File: src/rtl/bp_fetch_pc.sv
// -----------------------------------------------------------------------------
// bp_fetch_pc
//
// Fetch-stage PC register plus a static backward-taken / forward-not-taken
// branch predictor for the 5-stage RISC-V pipeline.
//
// Each cycle the fetched instruction is decoded combinationally:
//   - conditional branches are predicted taken when their offset is negative
//     (sign bit InstrF[31]), with target PCF + B-immediate;
//   - JAL is always predicted taken, with target PCF + J-immediate;
//   - everything else, including JALR, is predicted not-taken (PCF + 4).
// The prediction drives an external 2:1 next-PC mux whose output comes back
// in on PCNextF and is loaded into the PC.
//
// The prediction {valid, taken, target, pcplus4} is carried through D and E.
// In E it is compared with the resolved outcome. A mismatch in direction,
// or in target when taken, raises RedirectE with the correct fetch address.
//
// Optional feature (macro BP_PERF_CNT_EN):
//   defined   : BranchCount / MispredCount are live 32-bit event counters.
//   undefined : no counter registers; both outputs are tied to zero.
//
// Ports:
//   clk, reset              clock, synchronous active-high reset
//   StallF, StallD          hold PC register / hold D-stage record
//   FlushD, FlushE          invalidate D / E records
//   InstrF                  instruction at PCF (combinational from imem)
//   PCNextF                 next-PC mux output fed back into the PC
//   PCF                     current fetch PC
//   PredTakenF, PredTargetF next-PC mux select and taken input
//   BranchE, JumpE, TakenE, TargetE   resolved control transfer in E
//   RedirectE, RedirectPCE  mispredict flag and correct fetch address
//   BranchCount, MispredCount         performance counters
// -----------------------------------------------------------------------------
module bp_fetch_pc #(
    parameter logic [31:0] RESET_PC = 32'h0000_0000
) (
    input  logic        clk,
    input  logic        reset,
    input  logic        StallF,
    input  logic        StallD,
    input  logic        FlushD,
    input  logic        FlushE,
    input  logic [31:0] InstrF,
    input  logic [31:0] PCNextF,
    output logic [31:0] PCF,
    output logic        PredTakenF,
    output logic [31:0] PredTargetF,
    input  logic        BranchE,
    input  logic        JumpE,
    input  logic        TakenE,
    input  logic [31:0] TargetE,
    output logic        RedirectE,
    output logic [31:0] RedirectPCE,
    output logic [31:0] BranchCount,
    output logic [31:0] MispredCount
);

    localparam logic [6:0] OP_BRANCH = 7'b1100011;
    localparam logic [6:0] OP_JAL    = 7'b1101111;

    // -------------------------------------------------------------------------
    // Fetch: PC register and static prediction
    // -------------------------------------------------------------------------
    logic [31:0] pcf_reg;
    logic [31:0] pcf_next;
    logic [31:0] pcplus4_f;
    logic [31:0] imm_b;
    logic [31:0] imm_j;
    logic [6:0]  opcode_f;

    assign PCF       = pcf_reg;
    assign pcplus4_f = pcf_reg + 32'd4;
    assign opcode_f  = InstrF[6:0];

    // Immediates are sign-extended; bit 0 is always zero for both formats.
    assign imm_b = {{20{InstrF[31]}}, InstrF[7], InstrF[30:25], InstrF[11:8], 1'b0};
    assign imm_j = {{12{InstrF[31]}}, InstrF[19:12], InstrF[20], InstrF[30:21], 1'b0};

    always_comb begin
        PredTakenF  = 1'b0;
        PredTargetF = pcplus4_f;
        case (opcode_f)
            OP_BRANCH: begin
                // Negative offset means a backward branch (likely a loop).
                PredTakenF  = InstrF[31];
                PredTargetF = pcf_reg + imm_b;
            end
            OP_JAL: begin
                PredTakenF  = 1'b1;
                PredTargetF = pcf_reg + imm_j;
            end
            default: begin
                // JALR target depends on a register, so it is never predicted.
                PredTakenF  = 1'b0;
                PredTargetF = pcplus4_f;
            end
        endcase
    end

    // -------------------------------------------------------------------------
    // Prediction records in D and E
    // -------------------------------------------------------------------------
    logic        valid_d_reg;
    logic        taken_d_reg;
    logic [31:0] target_d_reg;
    logic [31:0] pcplus4_d_reg;

    logic        valid_e_reg;
    logic        taken_e_reg;
    logic [31:0] target_e_reg;
    logic [31:0] pcplus4_e_reg;

    // Flush beats stall; an internal redirect beats everything except reset.
    always_ff @(posedge clk) begin
        if (reset || FlushD || RedirectE) begin
            valid_d_reg   <= 1'b0;
            taken_d_reg   <= 1'b0;
            target_d_reg  <= 32'd0;
            pcplus4_d_reg <= 32'd0;
        end else if (!StallD) begin
            valid_d_reg   <= 1'b1;
            taken_d_reg   <= PredTakenF;
            target_d_reg  <= PredTargetF;
            pcplus4_d_reg <= pcplus4_f;
        end
    end

    // E has no stall: it takes whatever D holds each cycle.
    always_ff @(posedge clk) begin
        if (reset || FlushE || RedirectE) begin
            valid_e_reg   <= 1'b0;
            taken_e_reg   <= 1'b0;
            target_e_reg  <= 32'd0;
            pcplus4_e_reg <= 32'd0;
        end else begin
            valid_e_reg   <= valid_d_reg;
            taken_e_reg   <= taken_d_reg;
            target_e_reg  <= target_d_reg;
            pcplus4_e_reg <= pcplus4_d_reg;
        end
    end

    // -------------------------------------------------------------------------
    // Mispredict detection in E
    // -------------------------------------------------------------------------
    logic ctrl_e;
    logic resolved_e;
    logic dir_wrong_e;
    logic tgt_wrong_e;
    logic mispredict_e;

    assign ctrl_e       = BranchE | JumpE;
    assign resolved_e   = ctrl_e & TakenE;
    assign dir_wrong_e  = resolved_e != taken_e_reg;
    // A target mismatch only matters when the transfer is actually taken.
    assign tgt_wrong_e  = resolved_e & (TargetE != target_e_reg);
    assign mispredict_e = valid_e_reg & ctrl_e & (dir_wrong_e | tgt_wrong_e);

    always_comb begin
        RedirectE   = mispredict_e;
        RedirectPCE = 32'd0;
        if (mispredict_e) begin
            RedirectPCE = resolved_e ? TargetE : pcplus4_e_reg;
        end
    end

    // -------------------------------------------------------------------------
    // PC register: reset > redirect > stall > next-PC mux
    // -------------------------------------------------------------------------
    always_comb begin
        pcf_next = PCNextF;
        if (RedirectE) begin
            pcf_next = RedirectPCE;
        end else if (StallF) begin
            pcf_next = pcf_reg;
        end
    end

    always_ff @(posedge clk) begin
        if (reset) begin
            pcf_reg <= RESET_PC;
        end else begin
            pcf_reg <= pcf_next;
        end
    end

    // -------------------------------------------------------------------------
    // Performance counters
    // -------------------------------------------------------------------------
`ifdef BP_PERF_CNT_EN
    logic [31:0] branch_cnt_reg;
    logic [31:0] mispred_cnt_reg;

    always_ff @(posedge clk) begin
        if (reset) begin
            branch_cnt_reg  <= 32'd0;
            mispred_cnt_reg <= 32'd0;
        end else begin
            if (valid_e_reg && ctrl_e) begin
                branch_cnt_reg <= branch_cnt_reg + 32'd1;
            end
            if (mispredict_e) begin
                mispred_cnt_reg <= mispred_cnt_reg + 32'd1;
            end
        end
    end

    assign BranchCount  = branch_cnt_reg;
    assign MispredCount = mispred_cnt_reg;
`else
    assign BranchCount  = 32'd0;
    assign MispredCount = 32'd0;
`endif

endmodule

File: config.mk
export PLATFORM = sky130hd
export DESIGN_NAME = bp_fetch_pc
export DESIGN_NICKNAME = d
export VERILOG_FILES = /design/src/rtl/bp_fetch_pc.sv
export SDC_FILE = /design/constraint.sdc
export NUM_CORES = 1
export LEC_CHECK = 0
export ABC_CLOCK_PERIOD_IN_PS = 4120
export CAP_MARGIN = 20
export CORE_MARGIN = 2
export CORE_UTILIZATION = 44
export DETAILED_ROUTE_END_ITERATION = 10
export PLACE_DENSITY_LB_ADDON = 0.1
export RECOVER_POWER = 25
export SETUP_SLACK_MARGIN = 0.15
export SKIP_CTS_REPAIR_TIMING = 1
export SLEW_MARGIN = 10
export SYNTH_ARGS = -nofsm -noshare
export SYNTH_HDL_FRONTEND = slang
export SYNTH_SLANG_ARGS = --single-unit
File: constraint.sdc
create_clock -name clk -period 4.12 [get_ports clk]
set_input_delay 0.412 -clock clk [delete_from_list [all_inputs] [get_ports clk]]
set_output_delay 0.412 -clock clk [all_outputs]
set_load 0.02 [all_outputs]
==> flow_metrics.py <==
metrics = {
    "timing": {
        "skew_ps": 9.63,
        "rsz0062_at_grt": "true",
        "tightestPinTransition_ps": 780,
        "fin_crit_sh": 1.05,
        "relSlewSlack": 0.480,
        "finalSetupTns_ps": -586,
        "setup_violations": 5,
        "setup_ws_ps": -196,
        "fin_crit_ps": 4320,
        "timing.fmax_mhz": 232,
        "hold_violations": 0,
        "drv_slew": 0,
    },
    "cts": {
        "clock_sinks": 162,
        "cts_max_path_buffers": 2,
        "cts.reportedPaths.clkPinSlew_ps": 70,
        "clk_latency_ps": 430,
        "cts_tree": "done",
        "cts_root_buffer": "clkbuf_16",
        "cts_made_buffers": 17,
        "h-tree-depth": 4,
    },
    "synthesis": {
        "synthDistinctLibCells": 63,
        "synth-main-ff-cell": "dfxtp_1",
        "synthTopCellsByArea": "dfxtp_1, nor2_1, mux2i_1",
        "synth_seq_cells": 162,
        "yosys_warnings": 0,
        "yosys.area.top_type": "dfxtp_1",
        "synth-adder-area-share": 0.0476,
        "synth_simple_gate_area_frac": 0.205,
        "synth_area_um2": 9360,
        "synth-async-reset-ratio": 0,
        "seq_area_frac_synth": 0.346,
        "synth_compound_area_frac": 0.124,
        "muxShareOfSynthArea": 0.112,
        "synthXorXnorAreaFrac": 0.0823,
        "syn_inst": 1111,
        "synth.top_cell.area_share": 0.346,
        "synth-edff-count": 0,
        "syn_area_per_cell_um2": 8.43,
        "synth_top_family_by_area": "simple AND/OR/NAND/NOR gates",
    },
    "global_routing": {
        "grt-ovfl-total": 0,
        "grt_pass1_wl_um": 45200,
        "antenna_found_initial": 0,
        "grtUsageTotal": 0.264,
        "grt_pass1_vias": 7993,
        "grt_max_degree": 66,
    },
    "floorplanning": {
        "ios": 267,
        "die-area_um2": 22500,
        "die_h_um": 150,
        "core_area_um2": 21000,
        "rows": 53,
        "initial_utilization": 0.447,
        "die_x_um": 150,
    },
    "drt": {
        "post_drt_via_cell_ratio": 5.12,
        "drc": 0,
        "wirelength_um": 30300,
        "routedWlPerCell_um": 18.1,
        "first_pass_iters": 5,
        "vias": 8544,
        "ant_nets": 0,
        "first_iter_violations": 613,
    },
    "cells_and_area": {
        "final_cell_area_um2": 12900,
        "area_growth_pct": 38.3,
        "drive_above_1_share": 0.188,
        "fin_nets": 1523,
        "mostFrequentLayoutCell": "nor2_1",
        "mostFrequentLayoutCells": "nor2_1, dfxtp_1, clkdlybuf4s50_1",
        "diodes": 0,
    },
    "setup_path": {
        "crit_path_frequent_cell": "buf_6",
        "arrival_ps": 3900,
        "crit_fanout": 4,
        "path_cells": "buf_6 > nor2b_4 > nand4_1 > nor2_4 > mux2_4 > ha_4 > fa_2 > a211oi_2 > o211ai_2 > a221oi_4 > o21ai_4 > buf_4 > buf_6 > a21o_1 > a21oi_2 > xor2_1 > a21oi_2 > buf_6",
        "crit_required_ps": 3710,
        "cp_slowest_cell": "fa_2",
        "end_kind": "primary output",
        "cp_top_family": "compound AO/OA/AOI/OAI gates",
        "worst_setup_path_start_kind": "input pin",
        "critPathBufInv": 4,
        "critPathMaxStageDelay_ps": 380,
        "setup.worst_path.class": "input pin to primary output",
    },
    "placed_design": {
        "dp_hpwl_um": 22500,
        "place_congestion": 0.917,
        "place_area_um2": 12000,
        "io_buffers": 202,
    },
    "min_path": {
        "hp-class": "flop to flop",
    },
    "pwr": {
        "leakage_nw": 5.82,
        "ir_drop_uv": 259,
        "p_per_area_nw_per_um2": 323,
    },
    "outcome": {
        "status": "finished with violations",
        "violations": "negative setup slack",
    },
    "run": {
        "maxCapViolations": 0,
    },
}
## worst register-to-register path, delay by kind of cell, from the launching register on
family | cells | cell delay (ps)
xor+xnor | 1 | 190
flops | 1 | 370
compound gates | 8 | 1510
fa+ha+maj | 2 | 570
buf+inv | 4 | 540
## Yosys cell counts (4+ instances only)
master,count
o21ai_0,16
clkbuf_1,43
nor2_1,188
nor3_1,21
and3_1,10
and4_1,4
inv_1,10
nand3_1,12
and2_1,65
a21oi_1,99
dfxtp_1,162
ha_1,34
o211ai_1,4
mux2_2,37
nand2_1,53
mux2i_1,62
nor2b_1,13
xnor2_1,40
nand4_1,18
xor2_1,48
or3_1,4
buf_1,6
buf_2,7
a21o_1,24
buf_4,67
o21a_1,4
nor4_1,10
## per-layer routing
layer,part of all wire,vias up,GRT usage,wire (um)
li1,-,4194,-,-
met1,0.47,4014,0.374,14300
met2,0.45,306,0.418,13700
met3,0.063,30,0.0473,1900
met4,0.014,0,0.0637,416
met5,0,-,0,0
## report_power, final
| part | internal (mW) | switching (mW) | total (mW) |
|---|---|---|---|
| registers | 1.61 | 0.0474 | 1.65 |
| logic | 0.453 | 0.520 | 0.973 |
| clock network | 0.879 | 0.674 | 1.55 |
| total | 2.94 | 1.24 | 4.18 |
## logic make-up after synthesis
kind of cell,Yosys count
compound gates,184
xor+xnor,88
fa+ha+maj,35
buf+inv,135
flops,162
mux,100
other cells,1
simple gates,406
## final timing paths
path	start	end	slack, ps	cells after the start
worst min-delay path	target_d_reg[16]	target_e_reg[16]	450	2
worst min register to register	target_d_reg[16]	target_e_reg[16]	450	2
worst max register to register	PCF[1]	target_d_reg[17]	850	15
worst max-delay path	InstrF[4]	PredTargetF[17]	-200	18
## final cells by class
cell class / instances / area, um2
flip-flops and latches: 162 / 3240
multi-input cells: 877 / 5860
fillers: 1886 / 8010
clock inverters: 10 / 101
repair buffers: 313 / 2890
clock buffers: 20 / 467
inverters: 12 / 45.0
well taps: 275 / 344
## through the flow
step	utilization	power (mW)	hold WS, ps	setup WS (ps)	instances
after floorplan	-	2.25	420	167	1174
after global placement	0.573	2.61	430	-961	1621
after detailed placement	0.573	2.61	437	-1060	1621
after CTS	0.600	4.15	443	-1060	1651
after global routing	0.618	4.35	459	-304	1669
final	0.618	4.18	447	-196	1669
Power figures use the tool's default switching activity.
